**src/rtl/svi_event_pkg.sv**
```systemverilog
// Shared types and default sizing for the event-capture block.
// The record layout {xyz, ts} is used both in the struct and in the flattened FIFO word.
package svi_event_pkg;

    localparam int DEFAULT_DEPTH = 4;
    localparam int DEFAULT_TS_W  = 8;

    typedef struct packed {
        logic [2:0]              xyz;
        logic [DEFAULT_TS_W-1:0] ts;
    } svi_event_t;

endpackage

```
**src/rtl/svi_event_if.sv**
```systemverilog
// Source bundle observed by the capture block.
// The capture block only ever reads x, y and z.
interface I;

    logic x;
    logic y;
    logic z;

    modport mon (input x, input y, input z);

endinterface

```
**src/rtl/svi_event_fifo.sv**
```systemverilog
// Circular-buffer FIFO with synchronous reset.
// Push while full is accepted only if a pop happens on the same edge.
module svi_event_fifo #(
    parameter int DEPTH = 4,
    parameter int WIDTH = 11
) (
    input  logic                   clk,
    input  logic                   rst,
    input  logic                   push_i,
    input  logic [WIDTH-1:0]       data_i,
    input  logic                   pop_i,
    output logic [WIDTH-1:0]       data_o,
    output logic                   full_o,
    output logic                   empty_o,
    output logic [$clog2(DEPTH):0] count_o
);

    localparam int PTR_W = $clog2(DEPTH);
    typedef logic [PTR_W-1:0] ptr_t;

    logic [WIDTH-1:0] mem_q [DEPTH];
    ptr_t             wr_ptr_q, wr_ptr_d;
    ptr_t             rd_ptr_q, rd_ptr_d;
    logic [PTR_W:0]   count_q, count_d;
    logic             wr_en, rd_en;

    function automatic ptr_t next_ptr(input ptr_t p);
        return (p == ptr_t'(DEPTH - 1)) ? '0 : p + 1'b1;
    endfunction

    assign full_o  = (count_q == (PTR_W + 1)'(DEPTH));
    assign empty_o = (count_q == '0);
    assign count_o = count_q;
    assign data_o  = mem_q[rd_ptr_q];
    assign rd_en   = pop_i && !empty_o;
    assign wr_en   = push_i && (!full_o || rd_en);

    always_comb begin
        wr_ptr_d = wr_ptr_q;
        rd_ptr_d = rd_ptr_q;
        count_d  = count_q;
        if (wr_en) begin
            wr_ptr_d = next_ptr(wr_ptr_q);
        end
        if (rd_en) begin
            rd_ptr_d = next_ptr(rd_ptr_q);
        end
        case ({wr_en, rd_en})
            2'b10:   count_d = count_q + 1'b1;
            2'b01:   count_d = count_q - 1'b1;
            default: count_d = count_q;
        endcase
    end

    always_ff @(posedge clk) begin
        if (rst) begin
            wr_ptr_q <= '0;
            rd_ptr_q <= '0;
            count_q  <= '0;
        end else begin
            wr_ptr_q <= wr_ptr_d;
            rd_ptr_q <= rd_ptr_d;
            count_q  <= count_d;
        end
    end

    // Storage needs no reset; occupancy alone decides what is valid.
    always_ff @(posedge clk) begin
        if (wr_en) begin
            mem_q[wr_ptr_q] <= data_i;
        end
    end

endmodule

```
**src/rtl/svi_event_capture.sv**
```systemverilog
// Timestamps every change of {x,y,z} and queues it for a ready/valid consumer.
// Records that arrive while the queue is full and not draining are counted, not stored.
module svi_event_capture
    import svi_event_pkg::*;
#(
    parameter int DEPTH = DEFAULT_DEPTH,
    parameter int TS_W  = DEFAULT_TS_W
) (
    input  logic                   clk,
    input  logic                   rst,
    I.mon                          u_I,
    output logic                   o_valid,
    input  logic                   i_ready,
    output logic [2:0]             o_xyz,
    output logic [TS_W-1:0]        o_ts,
    output logic [$clog2(DEPTH):0] o_count,
    output logic [7:0]             o_ovf_cnt
);

    localparam int REC_W = TS_W + 3;

    logic [TS_W-1:0]  ts_q, ts_d;
    logic [2:0]       prev_q, prev_d;
    logic [7:0]       ovf_q, ovf_d;
    logic [2:0]       cur_xyz;
    logic             push, pop, full, empty;
    logic [REC_W-1:0] wr_rec, rd_rec;

    assign cur_xyz = {u_I.x, u_I.y, u_I.z};
    assign pop     = !empty && i_ready;
    assign wr_rec  = {cur_xyz, ts_q};

    // Case inequality makes an X/Z input count as a change in simulation.
    always_comb begin
        ts_d   = ts_q + 1'b1;
        prev_d = cur_xyz;
        push   = (cur_xyz !== prev_q);
        ovf_d  = ovf_q;
        if (push && full && !pop && (ovf_q != 8'hFF)) begin
            ovf_d = ovf_q + 8'd1;
        end
    end

    always_ff @(posedge clk) begin
        if (rst) begin
            ts_q   <= '0;
            prev_q <= 3'b000;
            ovf_q  <= '0;
        end else begin
            ts_q   <= ts_d;
            prev_q <= prev_d;
            ovf_q  <= ovf_d;
        end
    end

    svi_event_fifo #(
        .DEPTH (DEPTH),
        .WIDTH (REC_W)
    ) u_fifo (
        .clk     (clk),
        .rst     (rst),
        .push_i  (push),
        .data_i  (wr_rec),
        .pop_i   (pop),
        .data_o  (rd_rec),
        .full_o  (full),
        .empty_o (empty),
        .count_o (o_count)
    );

    assign o_valid   = !empty;
    assign o_xyz     = rd_rec[REC_W-1 -: 3];
    assign o_ts      = rd_rec[TS_W-1:0];
    assign o_ovf_cnt = ovf_q;

endmodule

```
**src/flat_wrapper.sv**
```systemverilog
// flat-port wrapper written by rule: the top's interface ports become plain ports
module svi_event_capture_flat import svi_event_pkg::*;
#(
    parameter int DEPTH = DEFAULT_DEPTH,
    parameter int TS_W  = DEFAULT_TS_W
)
  (clk, rst, o_valid, i_ready, o_xyz, o_ts, o_count, o_ovf_cnt, u_I_x, u_I_y, u_I_z);
  I u_I_i ();
  input  logic clk;
  input  logic rst;
  output logic o_valid;
  input  logic i_ready;
  output logic [2:0] o_xyz;
  output logic [TS_W-1:0] o_ts;
  output logic [$clog2(DEPTH):0] o_count;
  output logic [7:0] o_ovf_cnt;
  input wire logic [$bits(u_I_i.x)-1:0] u_I_x;
  input wire logic [$bits(u_I_i.y)-1:0] u_I_y;
  input wire logic [$bits(u_I_i.z)-1:0] u_I_z;
  assign u_I_i.x = u_I_x;
  assign u_I_i.y = u_I_y;
  assign u_I_i.z = u_I_z;
  svi_event_capture #(.DEPTH(DEPTH), .TS_W(TS_W)) u_core (.clk(clk), .rst(rst), .u_I(u_I_i), .o_valid(o_valid), .i_ready(i_ready), .o_xyz(o_xyz), .o_ts(o_ts), .o_count(o_count), .o_ovf_cnt(o_ovf_cnt));
endmodule
```
**config.mk**
```make
export PLATFORM = sky130hd
export DESIGN_NAME = svi_event_capture_flat
export DESIGN_NICKNAME = d
export VERILOG_FILES = /design/src/rtl/svi_event_pkg.sv /design/src/rtl/svi_event_if.sv /design/src/rtl/svi_event_fifo.sv /design/src/rtl/svi_event_capture.sv /design/src/flat_wrapper.sv
export SDC_FILE = /design/constraint.sdc
export NUM_CORES = 1
export LEC_CHECK = 0
export BUFFER_PORTS_ARGS = -buffer_cell sky130_fd_sc_hd__buf_2
export CORE_MARGIN = 4
export CORE_UTILIZATION = 45
export DETAILED_ROUTE_END_ITERATION = 7
export GPL_ROUTABILITY_DRIVEN = 0
export MAX_ROUTING_LAYER = met4
export PLACE_DENSITY = 0.7
export SETUP_SLACK_MARGIN = 0.5
export SYNTH_ARGS = -nofsm -noshare
export SYNTH_HDL_FRONTEND = slang
export SYNTH_HIERARCHICAL = 1
export SYNTH_SLANG_ARGS = --single-unit
```
**constraint.sdc**
```tcl
create_clock -name clk -period 3.4 [get_ports clk]
set_input_delay 0.68 -clock clk [delete_from_list [all_inputs] [get_ports clk]]
set_output_delay 0.68 -clock clk [all_outputs]
set_load 0.005 [all_outputs]
```
Word level (Yosys, flattened, before mapping)
Memory sizes are Yosys's and may differ from the RTL's. A register that Yosys moved wholly into a read port is not among the register bits.
Cells that the tools add are included.
{"block": "classes", "addsub": 6, "multipliers": 0, "n_div": 0, "n_lt_le_gt_ge": 0, "n_eq_ne": 7, "shift": 0, "mux": 7, "bitwise_logic": 0, "n_reduce_logical": 12}
{"operator": "$add 8x1->8 const B", "n": 2}
{"operator": "$mux 2", "n": 4}
{"operator": "$ne 8x8->1 const B", "n": 1}
{"operator": "$eq 2x2->1 const B", "n": 3}
{"operator": "$logic_and 1x1->1", "n": 6}
{"operator": "$pmux 3 s2", "n": 1}
{"operator": "$add 2x1->2 const B", "n": 2}
{"operator": "$add 3x1->3 const B", "n": 1}
{"operator": "$eq 3x3->1 const B", "n": 1}
{"operator": "$logic_not 1->1", "n": 3}
{"operator": "$logic_not 3->1", "n": 1}
{"operator": "$nex 3x3->1", "n": 1}
{"operator": "$sub 3x1->3 const B", "n": 1}
{"operator": "$eq 2x1->1 const B", "n": 1}
{"operator": "$mux 1", "n": 2}
{"operator": "$reduce_bool 2->1", "n": 1}
{"operator": "$logic_or 1x1->1", "n": 1}
{"block": "totals", "ff_bits": 26, "latch_bits": 0, "ramBits": 44, "romBits": 0, "mem_count": 1}
{"name": "u_core.u_fifo.mem_q", "words": 4, "width": 11, "rd": 1, "rd_clocked_by_memory_dff": 1, "write_ports": 1, "line": "svi_event_fifo.sv:21", "text": "logic [WIDTH-1:0] mem_q [DEPTH];"}

Depth between registers and ports, before layout
Gate-level depths: netlist of the first run.
{"block": "logic_depth", "ltp_word": 8, "mapped_depth": 11, "depth_no_buf": 11}

Modules after synthesis
Netlist of the first run, hierarchy kept.
{"mod": "svi_event_fifo", "n_inst": 1, "cells_each": 109, "area_per_inst_um2": 2077.0, "seq_area_each_um2": 1501.4}
{"mod": "svi_event_capture", "n_inst": 1, "cells_each": 93, "area_per_inst_um2": 849.6, "seq_area_each_um2": 380.4}

Worst setup path before layout of the first run
OpenSTA, ideal clock, no wires.
{"block": "synth_path", "kind": "input -> register", "start": "in i_ready", "end": "reg u_core.u_fifo.count_q[2] (netlist: u_core/u_fifo/count_o[2])", "t_arrival_ps": 2709, "slack_ps": 620, "stages": 10, "n_path_buf": 0, "path_cell_list": "and2b_4 -> or4b_4 -> and2_4 -> inv_1 -> ha_1 -> inv_1 -> fa_1 -> xor2_1 -> or3_1 -> a21oi_1"}
{"block": "synth_between", "elab_chain_cells": 6}
{"item": "start, declared", "line": "flat_wrapper.sv:12", "text": "input logic i_ready;"}
{"item": "$logic_and 1x1->1 (*)", "line": "svi_event_capture.sv:30", "text": "assign pop = !empty && i_ready;"}
{"item": "$logic_and 1x1->1 (*)", "line": "svi_event_fifo.sv:35", "text": "assign rd_en = pop_i && !empty_o;"}
{"item": "$logic_or 1x1->1", "line": "svi_event_fifo.sv:36", "text": "assign wr_en = push_i && (!full_o || rd_en);"}
{"item": "$logic_and 1x1->1", "line": "svi_event_fifo.sv:36"}
{"item": "$eq 2x1->1 or $eq 2x2->1 (tied branches)", "line": "svi_event_fifo.sv:48", "text": "case ({wr_en, rd_en})"}
{"item": "$pmux 3 s2 or $reduce_bool 2->1 (tied branches)"}
{"item": "end signal, assigned", "line": "svi_event_fifo.sv:63", "text": "count_q <= count_d;"}
{"item": "end, declared", "line": "svi_event_fifo.sv:24", "text": "logic [PTR_W:0] count_q, count_d;"}
Mark *: on every way between the ends. The rest lies on a longest branch, timed or not.
A chain may end at the register's enable or synchronous reset.

Final worst setup path of the first run
{"block": "layout_path", "start": "reg u_core.u_fifo.count_q[0] (netlist: u_core/u_fifo/count_o[0])", "end": "reg u_core.u_fifo.count_q[2] (netlist: u_core/u_fifo/count_o[2])"}
{"block": "layout_between", "elab_chain_cells": 8}
{"item": "$logic_not 3->1 (*)", "line": "svi_event_fifo.sv:32", "text": "assign empty_o = (count_q == '0);"}
{"item": "named net u_core.empty", "line": "svi_event_capture.sv:26", "text": "logic push, pop, full, empty;"}
{"item": "$logic_not 1->1 (*)", "line": "svi_event_capture.sv:30"}
{"item": "$logic_and 1x1->1 (*)", "line": "svi_event_capture.sv:30"}
{"item": "named net u_core.pop", "line": "svi_event_capture.sv:26"}
{"item": "$logic_and 1x1->1 (*)", "line": "svi_event_fifo.sv:35"}
{"item": "$logic_or 1x1->1", "line": "svi_event_fifo.sv:36"}
{"item": "$logic_and 1x1->1", "line": "svi_event_fifo.sv:36"}
{"item": "$eq 2x1->1 or $eq 2x2->1 (tied branches)", "line": "svi_event_fifo.sv:48"}
{"item": "$pmux 3 s2 or $reduce_bool 2->1 (tied branches)"}
Mark *: on every way through the listed nets, which the timed path passes. The rest lies on a longest branch.

==> flow_summary.ini, run 1 <==
[status]
status = completed

[cells_and_area]
final_area_um2 = 3340
final_cells = 319
fin_nets = 252
drive_above_1_share = 0.293
syn_to_final_growth_pct = 14.0
fin_util = 0.525
antenna_cells = 0

[cts]
clk_pin_slew_ps = 70
cts-hold-fix-buffers = 0
cts-root-buf = clkbuf_8
clk_latency_ps = 330
clkSinkCount = 72
h-tree-depth = 3
tritoncts = done
clk_path_buf_depth = 2
cts_inserted_buffers = 9

[yosys]
syn_nets = 217
syn-instance-count = 202
ys_seq_area_frac = 0.643
yosysWarnings = 6
ys_types = 39
syn_avg_cell_area_um2 = 14.5
synthFlopType = edfxtp_1
synth_edf_count = 44
synth_area_um2 = 2930
synth-seq-cells = 72
async_flop_share = 0

[sta]
rsz0062_at_grt = false
finalCritPeriodShare = 0.820
setup_viol = 0
final.setup.tns_ps = 0
slew_viol_final = 0
finClkSkew_ps = 7.28
hold_ws_ps = 497
layout_setup_ws_ps = 612
hold_viol = 0
timing.fmax_mhz = 359
relSlewSlack = 0.478
tightest_slew_ps = 782
fin_crit_ps = 2790

[floorplanning]
core_um2 = 6350
row_count = 29
dieHeight_um = 88.6
start_util = 0.461
dieArea_um2 = 7860
pin_count = 29
die_x_um = 88.6

[critical_path]
rr_worst_depth = 11
critical_path.max_fanout = 6
worstPathArrival_ps = 3050
worstSetupPathType = register to register
end_kind = register
cp-start-kind = register
required_ps = 3660

[drt]
drc_errors = 0
first_iter_violations = 61
viasPerCell = 5.21
wl_um = 4880
drtAntennaViolNets = 0
dr.pass1.iters = 4
wl_per_cell_um = 15.3
vias = 1663

[grt]
grt_pass1_wl_um = 8080
grt_usage = 0.142
first_global_vias = 1637
antenna_found_initial = 0
grt_max_degree = 33
grt-ovfl-total = 0

[pwr]
switching_share = 0.283
power_frac_seq = 0.529
pwr-share-comb = 0.229
pwr_density_cell_nw_per_um2 = 689
cellInternalPower_mw = 1.65
p_sw_uw = 651
power_mw = 2.30
ir_drop_v = 0.000383
power.leakage_nw = 1.26
power_frac_clock = 0.243

[placement]
placed_cells = 301
dp_hpwl_um = 3110
post_dp_cell_area_um2 = 3130
port_buffers = 28
pre_cts_ws_ps = 429

[run]
cap_violations = 0

[worst_hold_path]
whs_path_depth = 2
hp-class = register to register
==> Yosys cell counts (2+ instances only) <==
cell,instances,area (um2)
and3_2,4,30.0
and3_1,4,25.0
xnor2_1,5,43.8
o31ai_1,2,15.0
o21ai_1,3,15.0
xor2_1,6,52.6
nor2_1,15,56.3
or3_1,4,25.0
a21oi_1,7,35.0
nor2b_1,8,50.1
nor4_1,2,12.5
mux2_1,3,33.8
nand3_1,10,50.1
dfxtp_1,28,561
o31ai_2,2,25.0
clkbuf_1,3,11.3
nor3_1,3,15.0
nand2_1,3,11.3
o21ai_0,3,15.0
mux4_2,11,248
edfxtp_1,44,1320
inv_1,8,30.0
ha_1,8,100
==> placed cells by master (no fill, tap or decap), types with 2 or more instances in the layout <==
cell type   n
o21ai_0     3
buf_4       2
nor2_1     15
ha_1        7
buf_2      28
a21oi_1     6
xor2_1      6
mux2_1      3
o31ai_1     2
clkinv_1    2
o31ai_2     2
mux4_2     11
clkinv_2    3
clkinv_4    2
edfxtp_1   44
nand2_1     3
nor4_1      2
or3_1       4
dfxtp_1    26
clkbuf_8    9
inv_1       8
xnor2_1     5
nand3_1    10
nor2b_1     8
nor3_1      2
and3_2      4
o21ai_1     3
and3_1      4
==> per-layer routing <==
layer  track usage  vias up  part of all wire
li1              -      828                 -
met1         0.181      788              0.47
met2         0.215       41              0.47
met3        0.0270        6             0.048
met4        0.0742        0             0.015
met5             -        -                 0
==> power by group through the flow <==
| stage | combinational, mW | sequential [mW] | clock, mW |
|---|---|---|---|
| after detailed placement | 0.515 | 1.22 | 0 |
| after global placement | 0.507 | 1.21 | 0 |
| final | 0.525 | 1.21 | 0.557 |
| after CTS | 0.517 | 1.20 | 0.577 |
| after floorplan | 0.368 | 1.18 | 0 |
| after global routing | 0.599 | 1.24 | 0.623 |
==> path summary, 6_finish.rpt <==
| check | startpoint | endpoint | slack, ps |
|---|---|---|---|
| worst min register to register | u_core/u_fifo/rd_ptr_q[0]$_SDFFE_PP0P_ | register | 500 |
| worst max-delay path | u_core/u_fifo/count_o[0]$_SDFFE_PP0P_ | u_core/u_fifo/count_o[2]$_SDFFE_PP0P_ | 610 |
| worst min-delay path | u_core/u_fifo/rd_ptr_q[0]$_SDFFE_PP0P_ | register | 500 |
| worst max register to register | u_core/u_fifo/count_o[0]$_SDFFE_PP0P_ | u_core/u_fifo/count_o[2]$_SDFFE_PP0P_ | 610 |
==> cells by family after synthesis <==
logic type,share of synthesized area
fa+ha+maj,0.0410
compound gates,0.0423
flops,0.643
mux,0.0996
buf+inv,0.0222
xor+xnor,0.0329
simple gates,0.119
==> state kept, by name (all words and copies together) (netlist names), named ones only <==
signal / cells
u_core/u_fifo/mem_q: 44
u_core/o_ovf_cnt: 8
u_core/ts_q: 8
u_core/prev_q: 3
u_core/u_fifo/count_o: 3
u_core/u_fifo/rd_ptr_q: 2
u_core/u_fifo/wr_ptr_q: 2
==> critical path, cell delays in order (launching register included) <==
cell,delay [ps]
dfxtp_4,370
nor3_4,180
and2b_4,210
or4b_4,550
and2_4,190
inv_1,60
ha_2,170
inv_1,50
fa_2,330
xor2_1,150
or3_1,320
a21oi_2,130
==> layout make-up <==
class	instances	area (um2)
fillers	530	3010
inverters	9	33.8
multi-input cells	115	1000
flip-flops and latches	72	1890
repair buffers	30	155
clock buffers	10	128
well taps	77	96.3
clock inverters	6	36.3
==> what timing repair did <==
| item | in CTS | in global routing |
|---|---|---|
| endpoints found under the hold margin | 0 | 0 |
| setup buffers | 0 | 2 |
| endpoints found under the setup margin | 0 | 1 |
| resized for setup | 0 | 8 |
Power figures use the tool's default switching activity.
==> run 2: changes to the inputs <==
--- a/config.mk
+++ b/config.mk
@@ -5,6 +5,7 @@
 export SDC_FILE = /design/constraint.sdc
 export NUM_CORES = 1
 export LEC_CHECK = 0
+export ABC_AREA = 1
 export BUFFER_PORTS_ARGS = -buffer_cell sky130_fd_sc_hd__buf_2
 export CORE_MARGIN = 4
 export CORE_UTILIZATION = 45
==> constraint.sdc (replaced) <==
create_clock -name clk -period 2.7 [get_ports clk]
set_input_delay 0.54 -clock clk [delete_from_list [all_inputs] [get_ports clk]]
set_output_delay 0.54 -clock clk [all_outputs]
set_load 0.005 [all_outputs]
==> run 2 against run 1 <==
  * Clock skew down 1.3 ps
  * Total power up 35%
  * Clock power up 44%
  * Non-clock buffer count up 5
  * First-iteration DRC count up 110%
  * Via count up 37%
  * Sequential power up 22%
  * Synthesized area up 7.4%
  * Sequential cell count unchanged
  * Register-to-register slack about the same
  * Fmax up 34%
  * Core utilization up 0.58 points
  * Critical path type unchanged
  * Critical endpoint unchanged
  * Largest cell class unchanged
  * Largest power group unchanged
==> flow_summary.ini, run 2 <==
[pwr]
cellInternalPower_mw = 2.13
pwr_density_cell_nw_per_um2 = 861
power_frac_seq = 0.477
ir_drop_v = 0.000289
switching_share = 0.316
power_frac_clock = 0.257
power.leakage_nw = 1.50
pwr-share-comb = 0.266
p_sw_uw = 981

[grt]
grt_pass1_wl_um = 9690
grt_usage = 0.149
grt-ovfl-total = 0
grt_max_degree = 23
antenna_found_initial = 0
first_global_vias = 2095

[sta]
rsz0062_at_grt = false
relSlewSlack = 0.650
final.setup.tns_ps = 0
tightest_slew_ps = 525
finalCritPeriodShare = 0.773
slew_viol_final = 0
fin_crit_ps = 2090
setup_viol = 0
hold_viol = 0
layout_setup_ws_ps = 612
finClkSkew_ps = 5.94
timing.fmax_mhz = 479

[floorplanning]
row_count = 30
dieHeight_um = 91.6
dieArea_um2 = 8390
core_um2 = 6790
die_x_um = 91.6
start_util = 0.463
pin_count = 29

[cts]
cts_inserted_buffers = 9
h-tree-depth = 3
post-cts-setup-buffers = 0
clk_pin_slew_ps = 80
cts-root-buf = clkbuf_8
clk_latency_ps = 340
clk_path_buf_depth = 2
tritoncts = done
clkSinkCount = 72
cts-hold-fix-buffers = 0

[yosys]
synth_simple_gate_area_frac = 0.192
ys_top_cells_by_area = edfxtp_1 42%, dfxtp_1 18%, nor2_1 6.8%, nand2_1 5.3%, inv_1 4.8%
syn_nets = 340
syn_avg_cell_area_um2 = 9.67
synth-seq-cells = 72
synth_common_cells = 57 x nor2_1, 44 x edfxtp_1, 44 x nand2_1
synth_edf_count = 44
post-synth-top-count-cell = nor2_1
synth_top_family_by_area = simple AND/OR/NAND/NOR gates
synthFlopType = edfxtp_1
yosysWarnings = 6
synth_area_um2 = 3140
synth_top_area_share = 0.420
synth_fa_ha_area_frac = 0.0382
synth-xor-area-share = 0.00836
synthMuxAreaShare = 0
syn-instance-count = 325
synth_compound_area_frac = 0.0860
ys_types = 30
ys_seq_area_frac = 0.598
synth.largest_area_cell = edfxtp_1
async_flop_share = 0

[drt]
viasPerCell = 4.91
first_iter_violations = 129
dr.pass1.iters = 4
vias = 2270
wl_per_cell_um = 12.7
wl_um = 5850
drc_errors = 0
drtAntennaViolNets = 0

[worst_hold_path]
min_from = u_I_x
hp-class = input port to register
hold_end = u_core/u_fifo/mem_q[3][10]$_DFFE_PP_
whs_path_depth = 1

[critical_path]
worstPathArrival_ps = 2320
worstSetupPathType = register to register
cp-start-kind = register
r2r_setup_slack_ps = 610
critical_path.max_fanout = 6
cpMostUsedCell = nand2_1
crit_cells = 16
end_kind = register
rr_worst_depth = 16
reg2reg_to = u_core/u_fifo/count_o[2]$_SDFFE_PP0P_
worst-path-buf-inv = 4
rr_startpoint = u_core/u_fifo/count_o[0]$_SDFFE_PP0P_
slowest_stage = dfxtp_2
critical_path.cell_chain = nor2_4 -> nand2_2 -> inv_2 -> nor2_4 -> inv_2 -> nand3_4 -> nand2_4 -> ha_1 -> inv_1 -> fa_2 -> inv_1 -> nand2_1 -> nand3_1 -> nand2_1 -> nand2_1 -> nor2_1
crit_family = simple AND/OR/NAND/NOR gates
required_ps = 2930
cpPeakStageDelay_ps = 350

[cells_and_area]
fin_nets = 377
syn_to_final_growth_pct = 14.8
drive_above_1_share = 0.205
regMostFlops = u_core/u_fifo/mem_q
largest_reg_flops = 44
antenna_cells = 0
layout_common_cells = 56 x nor2_1, 44 x edfxtp_1, 43 x nand2_1, 37 x inv_1, 28 x buf_2
final_common_cell = nor2_1

[placement]
dp_hpwl_um = 3900
port_buffers = 28
pre_cts_ws_ps = 359

[run]
cap_violations = 0

[status]
status = completed
-- run 2: changes by cell type in the layout (fill, tap and decap cells not counted), moves of 7 or more --
cell,before,now
o21ai_0,3,12
nor2b_1,8,0
nor2_1,15,56
o22ai_1,0,11
mux4_2,11,0
nand4_1,1,9
inv_1,8,37
inv_2,0,7
o21ai_1,3,15
nand2_1,3,43
-- run 2: power groups by stage --
stage          clock network, mW  registers, mW  logic (mW)
2_1_floorplan                  0           1.48       0.540
3_3_place_gp                   0           1.50       0.785
3_5_place_dp                   0           1.50       0.809
4_1_cts                    0.818           1.48       0.816
5_1_grt                    0.866           1.50       0.940
6_report                   0.800           1.48       0.825
-- run 2: timing repair --
action                     4_1_cts  5_1_grt
setup endpoints to repair        9        6
pin swaps                        0        1
gates resized for setup          2       11
-- run 2: cell families after synthesis --
group / Yosys count
fa+ha+maj: 9
xor+xnor: 3
compound gates: 51
simple gates: 135
buf+inv: 55
flops: 72
-- run 2: layer usage --
metal | vias to the layer above | GRT usage | wire length, um
met2 | 52 | 0.243 | 2900
met1 | 1057 | 0.180 | 2610
met5 | - | - | 0
li1 | 1155 | - | -
met3 | 6 | 0.0389 | 277
met4 | 0 | 0.0503 | 63
-- run 2: layout make-up --
type                       count  area [um2]
clock buffer                   9         124
clock inverter                 6        61.3
fill                         629        3190
inverter                      46         178
multi-input combinational    198        1050
sequential                    72        1890
tap                           96         120
timing repair buffer          35         193
-- run 2: worst reg2reg max path: stages (launching register included) --
cell and delay [ps]:
dfxtp_2 350, nor2_4 140, nand2_2 100, inv_2 100, nor2_4 60, inv_2 70
nand3_4 100, nand2_4 100, ha_1 190, inv_1 80, fa_2 350, inv_1 60
nand2_1 50, nand3_1 90, nand2_1 60, nand2_1 50, nor2_1 40
-- run 2: metrics by stage --
step	hold slack (ps)	std cells	util	power [mW]	cell area (um2)
2_1_floorplan	453	325	-	2.02	3140
3_3_place_gp	488	447	0.499	2.28	3390
3_5_place_dp	500	447	0.499	2.31	3390
4_1_cts	454	462	0.527	3.11	3580
5_1_grt	456	462	0.531	3.31	3610
6_report	465	462	0.531	3.11	3610
-- run 2: worst max-delay path by stage --
stage,startpoint,endpoint,slack (ps)
detailed placement,u_core/u_fifo/count_o[1]$_SDFFE_PP0P_,u_core/u_fifo/count_o[2]$_SDFFE_PP0P_,360
finish,u_core/u_fifo/count_o[0]$_SDFFE_PP0P_,u_core/u_fifo/count_o[2]$_SDFFE_PP0P_,610
CTS,u_core/u_fifo/count_o[1]$_SDFFE_PP0P_,u_core/u_fifo/count_o[2]$_SDFFE_PP0P_,430
global route,u_core/u_fifo/count_o[0]$_SDFFE_PP0P_,u_core/u_fifo/count_o[2]$_SDFFE_PP0P_,500
global placement,i_ready,u_core/u_fifo/count_o[1]$_SDFFE_PP0P_,500
floorplan,u_I_y,u_core/u_fifo/count_o[2]$_SDFFE_PP0P_,580
==> run 3: changes to the inputs <==
--- a/config.mk
+++ b/config.mk
@@ -12,7 +12,7 @@
 export DETAILED_ROUTE_END_ITERATION = 7
 export GPL_ROUTABILITY_DRIVEN = 0
 export MAX_ROUTING_LAYER = met4
-export PLACE_DENSITY = 0.7
+export PLACE_DENSITY = 0.73
 export SETUP_SLACK_MARGIN = 0.5
 export SYNTH_ARGS = -nofsm -noshare
 export SYNTH_HDL_FRONTEND = slang
==> constraint.sdc (replaced) <==
create_clock -name clk -period 1.72 [get_ports clk]
set_input_delay 0.344 -clock clk [delete_from_list [all_inputs] [get_ports clk]]
set_output_delay 0.344 -clock clk [all_outputs]
set_load 0.005 [all_outputs]
==> run 3 against run 2 <==
  * Clock-buffer cell count up 1
  * Die area unchanged
  * Largest cell class unchanged
  * Sequential power up 61%
  * Design area up 26%
  * Clock power up 46%
  * Sequential share of layout area down 9.9 points
  * Largest power group is now combinational cells
  * The run now ends with setup timing left
  * Via count up 14%
  * Register-to-register slack worse by 760 ps
  * Sequential cell count unchanged
  * Fmax up 12%
==> flow_summary.ini, run 3 (synthesis gave the netlist of run 2 again) <==
[sta]
fin_crit_ps = 1870
setup_viol = 29
hold_viol = 0
slew_viol_final = 0
layout_setup_ws_ps = -151
rsz0062_at_grt = true
tightest_slew_ps = 307
hold_ws_ps = 255
timing.fmax_mhz = 534
finalCritPeriodShare = 1.09
finClkSkew_ps = 6.44
relSlewSlack = 0.795

[critical_path]
end_kind = register
crit_family = buffers and inverters
critical_path.max_fanout = 4
cp-start-kind = register
slowest_stage = dfxtp_2
required_ps = 2000
worstPathArrival_ps = 2150
cpMostUsedCell = buf_4
worstSetupPathType = register to register
worst-path-buf-inv = 9
critical_path.cell_chain = nor2_4 -> nand2_2 -> buf_4 -> buf_6 -> buf_4 -> buf_4 -> buf_6 -> buf_6 -> buf_4 -> buf_4 -> buf_6 -> nand3b_1 -> nand2_1 -> nor2_2
cpPeakStageDelay_ps = 340

[drt]
dr.pass1.iters = 4
viasPerCell = 5.05
first_iter_violations = 170
drtAntennaViolNets = 0
wl_per_cell_um = 14.7
wl_um = 7500
drc_errors = 0
vias = 2577

[cts]
clk_latency_ps = 350
clk_path_buf_depth = 2
cts-root-buf = clkbuf_8
cts_inserted_buffers = 9
h-tree-depth = 3
clkSinkCount = 72
clk_pin_slew_ps = 70
tritoncts = done

[run]
cap_violations = 0

[grt]
antenna_found_initial = 0
grt-ovfl-total = 0
grt_usage = 0.182
first_global_vias = 2479
grt_pass1_wl_um = 11600
grt_max_degree = 23

[floorplanning]
start_util = 0.463
dieArea_um2 = 8390
core_um2 = 6790
die_x_um = 91.6
dieHeight_um = 91.6
row_count = 30
pin_count = 29

[placement]
dp_hpwl_um = 4220
port_buffers = 28
post_dp_cell_area_um2 = 3600
pre_cts_ws_ps = -178

[status]
status = finished with violations
violations = setup timing

[cells_and_area]
drive_above_1_share = 0.469
syn_to_final_growth_pct = 44.2
largest_reg_flops = 44
antenna_cells = 0
layout_common_cells = 44 x edfxtp_1, 43 x nor2_1, 36 x nand2_1, 34 x inv_1, 25 x buf_6
regMostFlops = u_core/u_fifo/mem_q
fin_nets = 424
final_common_cell = edfxtp_1
final_area_um2 = 4530

[worst_hold_path]
hp-class = input port to register

[pwr]
power.leakage_nw = 1.86
pwr_density_cell_nw_per_um2 = 1370
ir_drop_v = 0.000555
-- run 3: layer usage --
layer	global-route usage	wire length [um]	vias to the layer above
li1	-	-	1256
met1	0.197	2990	1249
met2	0.321	4150	57
met3	0.0456	256	15
met4	0.0653	110	0
met5	-	0	-
-- run 3: per-stage QoR --
step	util	power (mW)	std cells	TNS [ps]
after floorplan	-	3.24	325	-330
after global placement	0.530	3.87	466	-119
after detailed placement	0.530	3.94	466	-264
after CTS	0.623	5.80	502	-827
after global routing	0.667	6.53	510	-3120
final	0.667	6.20	510	-1550
-- run 3: layout make-up --
type / count / area (um2)
fillers: 487 / 2260
multi-input cells: 198 / 1350
clock buffers: 10 / 128
inverters: 46 / 184
flip-flops and latches: 72 / 1920
repair buffers: 82 / 790
well taps: 96 / 120
clock inverters: 6 / 43.8
-- run 3: worst min-delay path, stage by stage --
cell    delay (ps)
buf_2          120
inv_2           50
nor2_1          40
-- run 3: power breakdown --
group | internal (mW) | leakage, nW | switching, mW | total [mW]
sequential | 2.18 | 0.659 | 0.198 | 2.38
clock | 0.528 | 0.0866 | 0.645 | 1.17
combinational | 1.39 | 1.12 | 1.25 | 2.64
-- run 3: final timing paths --
kind | startpoint | to | slack [ps] | depth (start not counted)
worst min-delay path | u_I_z | u_core/prev_q[0]$_SDFF_PP0_ | 250 | 3
worst max-delay path | u_core/u_fifo/count_o[1]$_SDFFE_PP0P_ | register | -150 | 14
worst min register to register | u_core/ts_q[0]$_SDFF_PP0_ | u_core/ts_q[0]$_SDFF_PP0_ | 480 | 1
worst max register to register | u_core/u_fifo/count_o[1]$_SDFFE_PP0P_ | register | -150 | 14
-- run 3: repair_timing --
| action | CTS | global route |
|---|---|---|
| hold endpoints to repair | 0 | 0 |
| pin swaps | 35 | 31 |
| cloned | 4 | 0 |
| buffers inserted | 16 | 8 |
| gates resized for setup | 73 | 65 |
| hold buffers | 0 | 0 |
| endpoints found under the setup margin | 79 | 84 |
